`config.mk`:
```
export PLATFORM = sky130hd
export DESIGN_NAME = eac_frame_accumulator
export DESIGN_NICKNAME = d
export VERILOG_FILES = /design/src/rtl/eac_frame_accumulator.sv
export SDC_FILE = /design/constraint.sdc
export NUM_CORES = 1
export LEC_CHECK = 0
export ABC_AREA = 1
export BUFFER_PORTS_ARGS = -buffer_cell sky130_fd_sc_hd__buf_2
export CAP_MARGIN = 20
export CELL_PAD_IN_SITES_DETAIL_PLACEMENT = 0
export CELL_PAD_IN_SITES_GLOBAL_PLACEMENT = 1
export CORE_UTILIZATION = 25
export CTS_CLUSTER_DIAMETER = 150
export DETAILED_ROUTE_END_ITERATION = 6
export PLACE_DENSITY = 0.57
export REMOVE_ABC_BUFFERS = 1
export SLEW_MARGIN = 10
export SYNTH_ARGS = -nofsm -noshare
export SYNTH_HDL_FRONTEND = slang
export SYNTH_SLANG_ARGS = --single-unit
```
`constraint.sdc`:
```
create_clock -name clk -period 7.52 [get_ports clk]
set_input_delay 0.376 -clock clk [delete_from_list [all_inputs] [get_ports clk]]
set_output_delay 0.376 -clock clk [all_outputs]
set_load 0.005 [all_outputs]
```
`src/rtl/eac_frame_accumulator.sv`:
```
// Streaming mod-255 end-around-carry frame checksum; 1 cycle from last accepted word to out_valid.
// Backpressure: in_ready is high only in ACCUM; out_data holds while out_valid & !out_ready.
// Optional NORM_ZERO_EN maps the 0xFF zero encoding to 0x00 on out_data only.
module eac_frame_accumulator #(
    parameter int CNT_W  = 8,
    parameter int DATA_W = 8
) (
    input  logic              clk,
    input  logic              rst,
    input  logic              start,
    input  logic [CNT_W-1:0]  len,
    input  logic              in_valid,
    input  logic [DATA_W-1:0] in_data,
    output logic              in_ready,
    output logic              out_valid,
    output logic [DATA_W-1:0] out_data,
    input  logic              out_ready,
    output logic              busy
);

    generate
        if (DATA_W != 8) begin : g_width_check
            $error("eac_frame_accumulator: DATA_W must be 8 to match the node adder");
        end
    endgenerate

    typedef enum logic [1:0] {
        IDLE  = 2'd0,
        ACCUM = 2'd1,
        DONE  = 2'd2
    } state_t;

    state_t              state_q, state_d;
    logic [DATA_W-1:0]   acc_q, acc_d;
    logic [CNT_W-1:0]    cnt_q, cnt_d;
    logic                in_ready_q, in_ready_d;
    logic                out_valid_q, out_valid_d;
    logic [DATA_W-1:0]   out_data_q, out_data_d;
    logic                busy_q, busy_d;

    // Node adder: operand a is the accumulator, b the incoming word; carry wraps back in.
    logic [DATA_W:0]     node_sum;
    logic [DATA_W-1:0]   acc_next;
    logic [DATA_W-1:0]   sum_out;

    always_comb begin
        node_sum = {1'b0, acc_q} + {1'b0, in_data};
        acc_next = node_sum[DATA_W-1:0] + {{(DATA_W-1){1'b0}}, node_sum[DATA_W]};
`ifdef NORM_ZERO_EN
        sum_out  = (acc_next == {DATA_W{1'b1}}) ? {DATA_W{1'b0}} : acc_next;
`else
        sum_out  = acc_next;
`endif
    end

    always_comb begin
        state_d    = state_q;
        acc_d      = acc_q;
        cnt_d      = cnt_q;
        out_data_d = out_data_q;
        case (state_q)
            IDLE: begin
                if (start) begin
                    acc_d = '0;
                    if (len != '0) begin
                        cnt_d   = len;
                        state_d = ACCUM;
                    end else begin
                        out_data_d = '0;
                        state_d    = DONE;
                    end
                end
            end
            ACCUM: begin
                if (in_valid && in_ready_q) begin
                    acc_d = acc_next;
                    cnt_d = cnt_q - CNT_W'(1);
                    if (cnt_q == CNT_W'(1)) begin
                        out_data_d = sum_out;
                        state_d    = DONE;
                    end
                end
            end
            DONE: begin
                if (out_valid_q && out_ready) begin
                    state_d = IDLE;
                end
            end
            default: state_d = IDLE;
        endcase
        // Outputs are decoded from the next state so they come straight off flops.
        in_ready_d  = (state_d == ACCUM);
        out_valid_d = (state_d == DONE);
        busy_d      = (state_d != IDLE);
    end

    always_ff @(posedge clk or posedge rst) begin
        if (rst) begin
            state_q     <= IDLE;
            acc_q       <= '0;
            cnt_q       <= '0;
            in_ready_q  <= 1'b0;
            out_valid_q <= 1'b0;
            out_data_q  <= '0;
            busy_q      <= 1'b0;
        end else begin
            state_q     <= state_d;
            acc_q       <= acc_d;
            cnt_q       <= cnt_d;
            in_ready_q  <= in_ready_d;
            out_valid_q <= out_valid_d;
            out_data_q  <= out_data_d;
            busy_q      <= busy_d;
        end
    end

    assign in_ready  = in_ready_q;
    assign out_valid = out_valid_q;
    assign out_data  = out_data_q;
    assign busy      = busy_q;

endmodule

```
Yosys cells after proc, flatten, opt, wreduce, memory -nomap -nowiden
Cells that the tools add are included.
{"block": "word_totals", "ff_bits": 29, "inputBits": 21, "output_inout_bits": 11, "wordCells": 47}
{"block": "classes", "addsub": 3, "n_eq_ne": 10, "muxes": 18, "n_reduce_logical": 9}
{"cell": "8-bit two-way mux", "count": 9}
{"cell": "8-bit one-hot mux with 2 select lines", "count": 3}
{"cell": "2-bit two-way mux", "count": 5}
{"cell": "2-bit != test, second input constant", "count": 5}
{"cell": "8-bit by 8-bit adder with 9-bit output", "count": 1}
{"cell": "8-bit by 1-bit adder with 8-bit output", "count": 1}
{"cell": "8-bit by 1-bit equality test with 1-bit output, second input constant", "count": 1}
{"cell": "8-bit nonzero test", "count": 1}
{"cell": "8-bit by 1-bit subtractor with 8-bit output, second input constant", "count": 1}
{"cell": "2-bit one-hot mux with 3 select lines", "count": 1}
{"cell": "5-bit AND reduction", "count": 1}
{"cell": "2-bit by 1-bit equality test with 1-bit output, second input constant", "count": 2}
{"cell": "2-bit equality test, second input constant", "count": 2}
{"cell": "4-bit AND reduction", "count": 1}
{"cell": "2-bit nonzero test", "count": 2}
{"cell": "3-bit AND reduction", "count": 1}
{"cell": "1-bit logical AND", "count": 2}
{"cell": "2-bit zero test", "count": 1}

Depth between registers and ports, before layout
{"block": "logic_depth", "depth_word": 5, "mapped_depth": 18, "ltp_nobuf": 18}

Worst setup path after synthesis
Ideal clock, no wire load.
{"block": "synth_path", "path_type": "input to register", "start": "input in_data[0]", "end": "register out_data_q[6], in the netlist out_data[6]", "setup_ns": 0.083, "t_arrival_ns": 2.372, "required_time_ns": 7.437, "path_slack_ns": 5.065, "cell_stages": 17, "n_path_buf": 0, "cell_sequence": "ha_1 > fa_1 > nand3_1 > nand3_1 > nand2_1 > nand2_1 > a21oi_1 > o21bai_1 > ha_1 > ha_1 > inv_1 > nor2_1 > nand2_1 > nor2_1 > nand3_1 > nand3_1 > o21ai_0"}
{"block": "synth_between", "elab_chain_len": 5}
{"element": "start, declared", "line": "13", "text": "input logic [DATA_W-1:0] in_data,"}
{"element": "8-bit by 8-bit adder with 9-bit output", "line": "47", "text": "node_sum = {1'b0, acc_q} + {1'b0, in_data};"}
{"element": "8-bit by 1-bit adder with 8-bit output", "line": "48", "text": "acc_next = node_sum[DATA_W-1:0] + {{(DATA_W-1){1'b0}}, node_sum[DATA_W]};"}
{"element": "8-bit two-way mux", "line": "78", "text": "if (cnt_q == CNT_W'(1)) begin"}
{"element": "8-bit two-way mux", "line": "75", "text": "if (in_valid && in_ready_q) begin"}
{"element": "8-bit one-hot mux with 2 select lines", "line": "61", "text": "case (state_q)"}
{"element": "end signal, assigned", "line": "112", "text": "out_data_q <= out_data_d;"}
{"element": "end, declared", "line": "38", "text": "logic [DATA_W-1:0] out_data_q, out_data_d;"}
No other way between the ends. The select of a mux whose other input is x is not followed.
A chain may end at the register's enable or synchronous reset.

Worst setup path in the final report
{"block": "layout_path", "start": "register acc_q[0]", "end": "register acc_q[4]"}
{"block": "layout_between", "elab_chain_len": 4}
{"element": "start, declared", "line": "34", "text": "logic [DATA_W-1:0] acc_q, acc_d;"}
{"element": "start signal, assigned", "line": "100", "text": "acc_q <= '0;"}
{"element": "start signal, assigned", "line": "108", "text": "acc_q <= acc_d;"}
{"element": "8-bit by 8-bit adder with 9-bit output", "line": "47"}
{"element": "8-bit by 1-bit adder with 8-bit output", "line": "48"}
{"element": "8-bit two-way mux", "line": "75"}
{"element": "8-bit one-hot mux with 2 select lines", "line": "61"}
No other way between the ends. The select of a mux whose other input is x is not followed.

==> results_dict.tcl <==
set metrics [dict create \
    status "finished, final reports clean" \
    fin_area_mm2 0.00223 \
    synthTopCellsByArea "dfrtp_1 38%, nand2_1 15%, ha_1 7.9%, inv_1 6.1%, o21ai_0 5.0%" \
    critPathMaxStageDelay_ns 0.41 \
    antenna_cells 0 \
    cp_slowest_cell "dfrtp_1" \
    cts_inserted_buffers 5 \
    drv_cap 0 \
    mostFrequentLayoutCell "nand2_1" \
    crit_type "reg2reg" \
    root_buffer "clkbuf_8" \
    avgViaCountPerCell 4.34 \
    num_io_pins 32 \
    synth_xor_area_frac 0.00925 \
    route.detailed.drc 0 \
    gr-total-overflow 0 \
    clk_latency_ns 0.28 \
    finalMaxSlewViolations 0 \
    synthMuxAreaShare 0 \
    track_usage 0.130 \
    ys_warn_count 0 \
    clockBufferDepth 2 \
    r2r_cells 17 \
    synthDistinctLibCells 33 \
    place_congestion 0.762 \
    nFillCells 838 \
    dp.cells 383 \
    cp.arrival_ns 2.94 \
    slew_headroom 0.537 \
    fp.dieW_um 89.0 \
    crit_path_end_kind "flip-flop" \
    wl_per_cell_um 11.7 \
    core_mm2 0.00729 \
    final.setup.tns_ns 0 \
    antenna_found_initial 0 \
    final_layout_size_suffix_gt1_frac 0.168 \
    synth_top_family_by_area "simple AND/OR/NAND/NOR gates" \
    stdcell_count 391 \
    synth_cells 257 \
    cts.sinks 29 \
    placementRows 31 \
    grt_pass1_vias 1580 \
    synth_top_cell_by_area "dfrtp_1" \
    worst_pin_slew_ns 0.693 \
    ctsResizeCount 0 \
    wirelength_mm 4.57 \
    regArea_um2 726 \
    drtAntennaViolNets 0 \
    num_vias 1697 \
    synth_top_area_share 0.383 \
    grt_max_degree 30 \
    final_util 0.305 \
    fin_crit_sh 0.362 \
    final_nets 325 \
    area_growth_pct 17.6 \
    startpoint_type "flip-flop" \
    place_area_mm2 0.00214 \
    dieArea_mm2 0.00792 \
    dp.final_hpwl_mm 3.51 \
    port_buffers 31 \
    skew_ns 0.00736 \
    peakVddDrop_v 0.000120 \
    fin_crit_ns 2.72 \
    timing.critical_path.mode_cell "nand2_1" \
    multi_input_area_mm2 0.00100 \
    p_leak_nw 1.17 \
    clk_pin_slew_ns 0.07 \
    path_cells "ha_1 -> fa_1 -> nand3_1 -> nand3_1 -> nand2_1 -> nand2_1 -> a21oi_1 -> o21bai_1 -> ha_1 -> ha_1 -> inv_1 -> nor2_1 -> nand2_1 -> o21ai_0 -> a21oi_1 -> nand2_1 -> nand2_1" \
    synth_compound_area_frac 0.134 \
    ctsHoldBuffers 0 \
    synth_area_mm2 0.00189 \
    h-tree-depth 2 \
    synth_area_per_cell_um2 7.37 \
    cts_setup_buffers 0 \
    yosys.area_share.simple 0.297 \
    cts_tree "yes" \
    cp.required_ns 7.74 \
    power_density_mw_per_mm2 384 \
    rsz0062_at_grt "false" \
    p_total_uw 855 \
    crit_path_max_fanout 3 \
    synthAdderAreaFrac 0.0899 \
    ys_ff_latch 29 \
    first_iter_violations 58 \
    grt_pass1_wl_mm 7.69 \
    layout_common_cells "77 x nand2_1, 31 x inv_1, 31 x buf_2" \
    drtPass1Iterations 4 \
    die_h_um 89.0 \
    hold_viol 0 \
    start_util 0.260 \
    ys_seq_area_frac 0.383 \
    hp-class "in2async" \
    setup_viol 0 \
    timing.fmax_ghz 0.367 \
]
-- report_power, final --
part	switching (mW)	internal (mW)	total (mW)	leakage (nW)
Sequential	0.0448	0.221	0.266	0.354
Clock	0.0632	0.0641	0.127	0.0450
Combinational	0.290	0.172	0.462	0.774
-- metal layers --
| metal | global-route usage | wire, um | vias up |
|---|---|---|---|
| met1 | 0.178 | 2330 | 755 |
| met3 | 0.0259 | 154 | 5 |
| met2 | 0.206 | 2020 | 28 |
| li1 | - | - | 909 |
| met4 | 0.0390 | 58 | 0 |
| met5 | 0 | 0 | - |
-- cells by family (layout without fill, tap and decap cells) --
kind of cell             count (synthesis)  count (layout)
XOR/XNOR                                 2               2
flip-flops                              29              29
AND/OR/NAND/NOR                        130             130
adder cells (fa/ha/maj)                 13              13
buffers and inverters                   39              74
AO/OA/AOI/OAI                           44              44
-- final cells by class --
class | count | share of cell area
clock buffer | 6 | 0.0326
clock inverter | 2 | 0.00449
inverter | 34 | 0.0573
multi-input combinational | 189 | 0.451
sequential | 29 | 0.326
tap | 99 | 0.0556
timing repair buffer | 32 | 0.0730
-- final timing paths --
kind	start	endpoint	slack (ns)
worst min-delay path	rst	out_data[1]$_DFFE_PP0P_	0.16
worst min register to register	out_data[7]$_DFFE_PP0P_	out_data[7]$_DFFE_PP0P_	0.49
max in group asynchronous	rst	busy$_DFF_PP0_	7.06
worst max register to register	acc_q[0]$_DFFE_PP0P_	acc_q[4]$_DFFE_PP0P_	4.80
worst max-delay path	acc_q[0]$_DFFE_PP0P_	acc_q[4]$_DFFE_PP0P_	4.80
min in group clk	len[1]	cnt_q[1]$_DFFE_PP0P_	0.38
-- cell usage after synthesis, drive strengths merged --
library cell	number
nand4	7
nand3	15
o221ai	1
and3	1
or2	1
nor3	4
nand2	78
o21bai	1
o22ai	3
ha	12
o21ai	23
xnor2	1
a21o	1
nor2	23
dfrtp	29
xor2	1
a21oi	13
clkbuf	2
o211ai	1
inv	34
nand3b	1
a2bb2oi	1
fa	1
buf	3
-- state kept, by name (all words and copies together), names as in the netlist --
signal     count
in_ready       1
busy           1
out_data       8
state_q        2
cnt_q          8
acc_q          8
out_valid      1
-- stage by stage --
| step | hold slack, ns | worst slack (ns) |
|---|---|---|
| 2_1_floorplan | 0.453 | 5.05 |
| 3_3_place_gp | 0.466 | 4.77 |
| 3_5_place_dp | 0.473 | 4.71 |
| 4_1_cts | 0.174 | 4.81 |
| 5_1_grt | 0.201 | 4.57 |
| 6_report | 0.156 | 4.80 |
-- worst max-delay path: cells and delay by family (launching register included) --
family / cells / cell delay, ns
buf+inv: 1 / 0.08
simple gates: 8 / 0.62
flops: 1 / 0.41
fa+ha+maj: 4 / 1.03
compound gates: 4 / 0.51
Note: power is estimated with default switching activity, not from simulation.
